==> src/rtl/multicycle_control_unit_if.sv <==
// Fetch, register-file, ALU, data-memory and PC control bundle of the multi-cycle control unit.
// The master modport is the control unit; the slave modport is the datapath/fetch/memory side.
interface multicycle_control_unit_if #(
  parameter int OPC_W  = 4,
  parameter int REG_AW = 3,
  parameter int MEM_AW = 6,
  parameter int PC_W   = 8
);
  localparam int INSTR_W = OPC_W + 2 * REG_AW;

  logic               instr_valid;
  logic [INSTR_W-1:0] instruction;
  logic               instr_ready;
  logic               alu_zero;
  logic               mem_ack;
  logic [REG_AW-1:0]  addr_a;
  logic [REG_AW-1:0]  addr_b;
  logic               reg_reset;
  logic               reset_all;
  logic               load;
  logic               mb_select;
  logic [3:0]         alu_opcode;
  logic               mem_read;
  logic               mem_write;
  logic [MEM_AW-1:0]  mem_addr;
  logic               mem_select;
  logic               load_pc;
  logic [PC_W-1:0]    pc_value;
  logic               pc_inc;
  logic               out_valid;
  logic               halted;
  logic               mem_fault;

  modport master (
    input  instr_valid, instruction, alu_zero, mem_ack,
    output instr_ready, addr_a, addr_b, reg_reset, reset_all, load, mb_select,
           alu_opcode, mem_read, mem_write, mem_addr, mem_select, load_pc,
           pc_value, pc_inc, out_valid, halted, mem_fault
  );

  modport slave (
    output instr_valid, instruction, alu_zero, mem_ack,
    input  instr_ready, addr_a, addr_b, reg_reset, reset_all, load, mb_select,
           alu_opcode, mem_read, mem_write, mem_addr, mem_select, load_pc,
           pc_value, pc_inc, out_valid, halted, mem_fault
  );
endinterface

==> src/rtl/multicycle_control_unit.sv <==
// Multi-cycle control unit: FETCH/EXEC/MEMW/WB/HALT sequencer with registered controls,
// memory ack wait-states with timeout, JZ, HALT, OUT strobe and explicit PC increment.
module multicycle_control_unit #(
  parameter int OPC_W       = 4,
  parameter int REG_AW      = 3,
  parameter int MEM_AW      = 6,
  parameter int PC_W        = 8,
  parameter int MEM_TIMEOUT = 15
) (
  input  logic                      clk,
  input  logic                      rst_n,
  multicycle_control_unit_if.master bus
);
  localparam int INSTR_W = OPC_W + 2 * REG_AW;
  localparam int CNT_W   = $clog2(MEM_TIMEOUT + 1);

  typedef enum logic [2:0] {S_FETCH, S_EXEC, S_MEMW, S_WB, S_HALT} state_e;

  typedef enum logic [3:0] {
    OP_ADD  = 4'h0, OP_SUB  = 4'h1, OP_ADDI = 4'h2, OP_SUBI  = 4'h3,
    OP_MUL2 = 4'h4, OP_DIV2 = 4'h5, OP_CLR  = 4'h6, OP_RST   = 4'h7,
    OP_MOV  = 4'h8, OP_JMP  = 4'h9, OP_OUT  = 4'hA, OP_LOAD  = 4'hB,
    OP_STORE= 4'hC, OP_JZ   = 4'hD, OP_NOP  = 4'hE, OP_HALT  = 4'hF
  } op_e;

  typedef struct packed {
    logic              instr_ready;
    logic [REG_AW-1:0] addr_a;
    logic [REG_AW-1:0] addr_b;
    logic              reg_reset;
    logic              reset_all;
    logic              load;
    logic              mb_select;
    logic [3:0]        alu_opcode;
    logic              mem_read;
    logic              mem_write;
    logic [MEM_AW-1:0] mem_addr;
    logic              mem_select;
    logic              load_pc;
    logic [PC_W-1:0]   pc_value;
    logic              pc_inc;
    logic              out_valid;
    logic              halted;
  } ctrl_t;

  state_e           state_q, state_d;
  op_e              op_q, op_d;
  ctrl_t            out_q, out_d;
  logic [CNT_W-1:0] cnt_q, cnt_d;
  logic             fault_q, fault_d;

  // Controls driven during EXEC for a freshly accepted instruction; the low opcode nibble is decoded.
  function automatic ctrl_t decode(input logic [INSTR_W-1:0] ins, input logic z);
    ctrl_t             d;
    op_e               op;
    logic [REG_AW-1:0] fa;
    logic [REG_AW-1:0] fb;
    d  = '0;
    op = op_e'(ins[2*REG_AW +: 4]);
    fa = ins[REG_AW +: REG_AW];
    fb = ins[0 +: REG_AW];
    case (op)
      OP_ADD, OP_SUB, OP_MOV: begin
        d.alu_opcode = (op == OP_MOV) ? 4'd4 : ((op == OP_SUB) ? 4'd1 : 4'd0);
        d.addr_a = fa; d.addr_b = fb; d.load = 1'b1; d.mb_select = 1'b1; d.pc_inc = 1'b1;
      end
      OP_ADDI, OP_SUBI: begin
        d.alu_opcode = (op == OP_SUBI) ? 4'd1 : 4'd0;
        d.addr_a = fa; d.addr_b = fb; d.load = 1'b1; d.pc_inc = 1'b1;
      end
      OP_MUL2, OP_DIV2: begin
        d.alu_opcode = (op == OP_DIV2) ? 4'd3 : 4'd2;
        d.addr_a = fa; d.load = 1'b1; d.pc_inc = 1'b1;
      end
      OP_CLR:   begin d.reg_reset = 1'b1; d.addr_a = fa; d.pc_inc = 1'b1; end
      OP_RST:   begin d.reset_all = 1'b1; d.pc_inc = 1'b1; end
      OP_OUT:   begin d.out_valid = 1'b1; d.addr_a = fa; d.pc_inc = 1'b1; end
      OP_JMP:   begin d.load_pc = 1'b1; d.pc_value = PC_W'(ins[2*REG_AW-1:0]); end
      OP_JZ: begin
        if (z) begin d.load_pc = 1'b1; d.pc_value = PC_W'(ins[2*REG_AW-1:0]); end
        else d.pc_inc = 1'b1;
      end
      OP_LOAD:  begin d.mem_read  = 1'b1; d.mem_addr = ins[MEM_AW-1:0]; end
      OP_STORE: begin d.mem_write = 1'b1; d.mem_addr = ins[MEM_AW-1:0]; end
      OP_HALT:  d.halted = 1'b1;
      OP_NOP:   d.pc_inc = 1'b1;
      default:  d.pc_inc = 1'b1;
    endcase
    return d;
  endfunction

  // Outputs are registered, so every branch computes the control word for the coming cycle.
  always_comb begin
    state_d = state_q;
    op_d    = op_q;
    cnt_d   = cnt_q;
    fault_d = fault_q;
    out_d   = '0;
    case (state_q)
      S_FETCH: begin
        if (out_q.instr_ready && bus.instr_valid) begin
          op_d    = op_e'(bus.instruction[2*REG_AW +: 4]);
          cnt_d   = '0;
          out_d   = decode(bus.instruction, bus.alu_zero);
          state_d = (op_d == OP_HALT) ? S_HALT : S_EXEC;
        end else begin
          out_d.instr_ready = 1'b1;
        end
      end
      S_EXEC, S_MEMW: begin
        if (op_q == OP_LOAD || op_q == OP_STORE) begin
          if (bus.mem_ack) begin
            state_d      = S_WB;
            out_d.pc_inc = 1'b1;
            if (op_q == OP_LOAD) begin
              out_d.load       = 1'b1;
              out_d.mem_select = 1'b1;
            end
          end else if (cnt_q == CNT_W'(MEM_TIMEOUT - 1)) begin
            state_d      = S_HALT;
            out_d.halted = 1'b1;
            fault_d      = 1'b1;
          end else begin
            state_d = S_MEMW;
            out_d   = out_q;
            cnt_d   = cnt_q + CNT_W'(1);
          end
        end else begin
          state_d           = S_FETCH;
          out_d.instr_ready = 1'b1;
        end
      end
      S_WB: begin
        state_d           = S_FETCH;
        out_d.instr_ready = 1'b1;
      end
      S_HALT:  out_d.halted = 1'b1;
      default: state_d = S_FETCH;
    endcase
  end

  always_ff @(posedge clk or negedge rst_n) begin
    if (!rst_n) begin
      state_q <= S_FETCH;
      op_q    <= OP_ADD;
      out_q   <= '0;
      cnt_q   <= '0;
      fault_q <= 1'b0;
    end else begin
      state_q <= state_d;
      op_q    <= op_d;
      out_q   <= out_d;
      cnt_q   <= cnt_d;
      fault_q <= fault_d;
    end
  end

  assign bus.instr_ready = out_q.instr_ready;
  assign bus.addr_a      = out_q.addr_a;
  assign bus.addr_b      = out_q.addr_b;
  assign bus.reg_reset   = out_q.reg_reset;
  assign bus.reset_all   = out_q.reset_all;
  assign bus.load        = out_q.load;
  assign bus.mb_select   = out_q.mb_select;
  assign bus.alu_opcode  = out_q.alu_opcode;
  assign bus.mem_read    = out_q.mem_read;
  assign bus.mem_write   = out_q.mem_write;
  assign bus.mem_addr    = out_q.mem_addr;
  assign bus.mem_select  = out_q.mem_select;
  assign bus.load_pc     = out_q.load_pc;
  assign bus.pc_value    = out_q.pc_value;
  assign bus.pc_inc      = out_q.pc_inc;
  assign bus.out_valid   = out_q.out_valid;
  assign bus.halted      = out_q.halted;
  assign bus.mem_fault   = fault_q;
endmodule
==> src/flat_wrapper.sv <==
// flat-port wrapper written by rule: the top's interface ports become plain ports
module multicycle_control_unit_flat 
#(
  parameter int OPC_W       = 4,
  parameter int REG_AW      = 3,
  parameter int MEM_AW      = 6,
  parameter int PC_W        = 8,
  parameter int MEM_TIMEOUT = 15
)
  (clk, rst_n, bus_instr_valid, bus_instruction, bus_alu_zero, bus_mem_ack, bus_instr_ready, bus_addr_a, bus_addr_b, bus_reg_reset, bus_reset_all, bus_load, bus_mb_select, bus_alu_opcode, bus_mem_read, bus_mem_write, bus_mem_addr, bus_mem_select, bus_load_pc, bus_pc_value, bus_pc_inc, bus_out_valid, bus_halted, bus_mem_fault);
  multicycle_control_unit_if #(.OPC_W(OPC_W), .REG_AW(REG_AW), .MEM_AW(MEM_AW), .PC_W(PC_W)) bus_i ();
  input  logic clk;
  input  logic rst_n;
  input wire logic [$bits(bus_i.instr_valid)-1:0] bus_instr_valid;
  input wire logic [$bits(bus_i.instruction)-1:0] bus_instruction;
  input wire logic [$bits(bus_i.alu_zero)-1:0] bus_alu_zero;
  input wire logic [$bits(bus_i.mem_ack)-1:0] bus_mem_ack;
  output wire logic [$bits(bus_i.instr_ready)-1:0] bus_instr_ready;
  output wire logic [$bits(bus_i.addr_a)-1:0] bus_addr_a;
  output wire logic [$bits(bus_i.addr_b)-1:0] bus_addr_b;
  output wire logic [$bits(bus_i.reg_reset)-1:0] bus_reg_reset;
  output wire logic [$bits(bus_i.reset_all)-1:0] bus_reset_all;
  output wire logic [$bits(bus_i.load)-1:0] bus_load;
  output wire logic [$bits(bus_i.mb_select)-1:0] bus_mb_select;
  output wire logic [$bits(bus_i.alu_opcode)-1:0] bus_alu_opcode;
  output wire logic [$bits(bus_i.mem_read)-1:0] bus_mem_read;
  output wire logic [$bits(bus_i.mem_write)-1:0] bus_mem_write;
  output wire logic [$bits(bus_i.mem_addr)-1:0] bus_mem_addr;
  output wire logic [$bits(bus_i.mem_select)-1:0] bus_mem_select;
  output wire logic [$bits(bus_i.load_pc)-1:0] bus_load_pc;
  output wire logic [$bits(bus_i.pc_value)-1:0] bus_pc_value;
  output wire logic [$bits(bus_i.pc_inc)-1:0] bus_pc_inc;
  output wire logic [$bits(bus_i.out_valid)-1:0] bus_out_valid;
  output wire logic [$bits(bus_i.halted)-1:0] bus_halted;
  output wire logic [$bits(bus_i.mem_fault)-1:0] bus_mem_fault;
  assign bus_i.instr_valid = bus_instr_valid;
  assign bus_i.instruction = bus_instruction;
  assign bus_i.alu_zero = bus_alu_zero;
  assign bus_i.mem_ack = bus_mem_ack;
  assign bus_instr_ready = bus_i.instr_ready;
  assign bus_addr_a = bus_i.addr_a;
  assign bus_addr_b = bus_i.addr_b;
  assign bus_reg_reset = bus_i.reg_reset;
  assign bus_reset_all = bus_i.reset_all;
  assign bus_load = bus_i.load;
  assign bus_mb_select = bus_i.mb_select;
  assign bus_alu_opcode = bus_i.alu_opcode;
  assign bus_mem_read = bus_i.mem_read;
  assign bus_mem_write = bus_i.mem_write;
  assign bus_mem_addr = bus_i.mem_addr;
  assign bus_mem_select = bus_i.mem_select;
  assign bus_load_pc = bus_i.load_pc;
  assign bus_pc_value = bus_i.pc_value;
  assign bus_pc_inc = bus_i.pc_inc;
  assign bus_out_valid = bus_i.out_valid;
  assign bus_halted = bus_i.halted;
  assign bus_mem_fault = bus_i.mem_fault;
  multicycle_control_unit #(.OPC_W(OPC_W), .REG_AW(REG_AW), .MEM_AW(MEM_AW), .PC_W(PC_W), .MEM_TIMEOUT(MEM_TIMEOUT)) u_core (.clk(clk), .rst_n(rst_n), .bus(bus_i));
endmodule
==> config.mk <==
export PLATFORM = sky130hd
export DESIGN_NAME = multicycle_control_unit_flat
export DESIGN_NICKNAME = d
export VERILOG_FILES = /design/src/rtl/multicycle_control_unit_if.sv /design/src/rtl/multicycle_control_unit.sv /design/src/flat_wrapper.sv
export SDC_FILE = /design/constraint.sdc
export NUM_CORES = 1
export LEC_CHECK = 0
export ABC_CLOCK_PERIOD_IN_PS = 1690
export CORE_ASPECT_RATIO = 1.4
export CORE_MARGIN = 1
export CORE_UTILIZATION = 36
export CTS_CLUSTER_DIAMETER = 80
export DETAILED_ROUTE_END_ITERATION = 10
export PLACE_DENSITY = 0.6
export SYNTH_ARGS = -nofsm -noshare
export SYNTH_HDL_FRONTEND = slang
export SYNTH_SLANG_ARGS = --single-unit
==> constraint.sdc <==
create_clock -name clk -period 1.69 [get_ports clk]
set_clock_uncertainty 0.05 [all_clocks]
set_input_delay 0.2535 -clock clk [delete_from_list [all_inputs] [get_ports clk]]
set_output_delay 0.2535 -clock clk [all_outputs]
set_load 0.01 [all_outputs]
==> metrics.yaml <==
drc_errors: 0
clock-root-buffer: "clkbuf_8"
synthCells: 183
holdWs_ps: 371
clk_latency_ps: 300
dp_cells: 339
wire_per_inst_um: 15.6
synthFlopType: "dfrtp_1"
vias: 1856
drv_cap: 0
p_leak_nw: 1.53
fin_area_um2: 3280
fillers: 477
max_freq_ghz: 0.575
drv_slew: 0
critPathArrivalTime_ps: 1880
synth.avg_cell_area_um2: 11.5
gp_congestion: 0.753
grt_pass1_wl_mm: 8.82
cts_buffer_depth: 2
hold_viol_final: 0
cp_num_buf_inv: 1
vias_per_cell: 5.20
period_share_pct: 103
finalCriticalPeriod_ps: 1740
postRouteAntennaNets: 0
grt_max_degree: 19
dp_slack_ps: -215
yosys_warnings: 0
peakVddDrop_mv: 0.524
start_util_pct: 37.9
p_per_area_nw_per_um2: 578
crit_path_max_incr_delay_ps: 420
violations: "setup timing"
clock-sinks: 45
overflow: 0
clkTransAtPathRegs_ps: 80
cp-start-kind: "flop"
drtIter0Drc: 56
final_common_cell: "buf_4"
critPathTopFamily: "compound AO/OA/AOI/OAI gates"
tns_ps: -92.1
synthesis.area_um2: 2110
syn2layout_area_growth_pct: 55.4
synth_edf_count: 0
track_usage_pct: 18.9
dr.pass1.iters: 4
cp_cell_sequence: "and3b_2 > o2111a_4 > and2_4 > buf_12 > a221o_1"
numCtsBuffers: 5
r2r_setup_slack_ps: -50
die-width_um: 66.7
cts_tree: "built"
synth_cell_types: 44
crit_fanout: 5
final_util_pct: 58.9
required_ps: 1830
setup_viol: 3
path_class: "flop to flop"
place_area_um2: 3010
htree_levels: 2
coreArea_um2: 5570
numPortBuffers: 48
layout_common_cells: "buf_4, clkdlybuf4s50_1, dfrtp_1"
grt_pass1_vias: 1880
antenna_found_initial: 0
ys_seq_elements: 45
power.total_mw: 1.90
status: "complete, but fails checks"
worstSetupEndpointType: "flop"
die_h_um: 92.6
reg2reg_depth: 5
cp_slowest_cell: "dfrtp_1"
setup_slack_ps: -48.1
hold_path.class: "input pin to asynchronous set/reset pin"
yosysSeqAreaShare_pct: 53.4
ioPinCount: 52
die-area_um2: 6170
row_count: 32
routed_wl_mm: 5.57
final_nets: 306
r2r_start: "u_core.op_q[1]"
drive_gt1_share_pct: 31.1
dp.final_hpwl_mm: 4.06
stdcell_count: 357
async_reset_ff_share_pct: 100
rr_endpoint: "u_core.bus.load"
rsz0062_at_grt: "yes"
antenna_cells: 0
cell type report:
cell class	instances	area [um2]	share of cell area (%)
Inverter	7	26.3	0.802
Clock buffer	7	86.3	2.63
Multi-Input combinational cell	120	941	28.7
Tap cell	68	85.1	2.60
Timing Repair Buffer	110	1010	30.9
Sequential cell	45	1130	34.4
how the worst max path moves through the flow:
stage | to | depth (start not counted) | slack (ps) | startpoint
CTS | u_core.bus.load | 5 | -40 | u_core.op_q[0]
finish | u_core.bus.load | 5 | -50 | u_core.op_q[1]
global placement | u_core.bus.addr_a[2] | 7 | -210 | bus_instr_valid
floorplan | u_core.bus.addr_b[2] | 6 | -20 | u_core.op_q[1]
global route | u_core.state_q[0] | 6 | -110 | u_core.op_q[0]
detailed placement | u_core.bus.addr_a[0] | 7 | -210 | bus_instr_valid
synth_stat cells, types with 2 or more instances:
library cell	number	share of area (%)
nand3_1	8	1.9
a211oi_1	2	0.71
buf_8	2	1.4
buf_6	2	1.1
and3b_1	2	0.83
a32o_1	7	3.3
a22o_1	17	7.1
o211ai_1	5	1.8
dfrtp_1	45	53
inv_1	7	1.2
nor2b_1	3	0.89
o21ai_0	3	0.71
nand4_1	2	0.59
ha_1	2	1.2
a21o_1	4	1.4
o22ai_1	2	0.59
buf_4	4	1.4
clkbuf_1	5	0.89
a221o_1	2	0.95
o2bb2ai_1	2	0.83
nand2_1	20	3.6
or4_1	2	0.71
nor3b_1	4	1.4
nor2_1	7	1.2
a21oi_1	4	0.95
o21a_1	2	0.71
repair_timing:
| item | in CTS | in global routing |
|---|---|---|
| hold endpoints to repair | 16 | 0 |
| pin swaps | 5 | 10 |
| gates resized for setup | 4 | 15 |
| buffers inserted | 3 | 6 |
| endpoints found under the setup margin | 6 | 26 |
| cloned | 0 | 1 |
| hold buffers | 1 | 0 |
sequential cells by signal, summed over array words and instances (netlist names):
name / count
u_core.bus.addr_b: 3
u_core.bus.addr_a: 3
u_core.bus.mem_select: 1
u_core.bus.mem_read: 1
u_core.bus.load_pc: 1
u_core.state_q: 3
u_core.bus.alu_opcode: 3
u_core.bus.out_valid: 1
u_core.bus.pc_inc: 1
u_core.bus.load: 1
u_core.op_q: 4
u_core.bus.mem_fault: 1
u_core.bus.mem_write: 1
u_core.bus.pc_value: 6
u_core.bus.reg_reset: 1
u_core.bus.halted: 1
u_core.cnt_q: 4
u_core.bus.instr_ready: 1
u_core.bus.mem_addr: 6
u_core.bus.mb_select: 1
u_core.bus.reset_all: 1
kinds of logic after synthesis:
| group | Yosys count | synth area share [%] |
|---|---|---|
| buf+inv | 20 | 6.05 |
| mux | 1 | 0.534 |
| flops | 45 | 53.4 |
| compound gates | 57 | 22.8 |
| xor+xnor | 1 | 0.771 |
| other cells | 1 | 0.178 |
| fa+ha+maj | 2 | 1.19 |
| simple gates | 56 | 15.1 |
metal layers:
layer,track usage [%],vias up,part of all wire (%)
met5,0,-,0
met4,6.56,0,1.5
met3,3.57,7,3.2
met2,32.8,45,53
met1,22.8,913,42
li1,-,891,-
report_power, final:
group	switching, mW	internal [mW]
combinational	0.0763	0.0718
sequential	0	1.08
clock	0.348	0.325
Note: power is estimated with default switching activity, not from simulation.
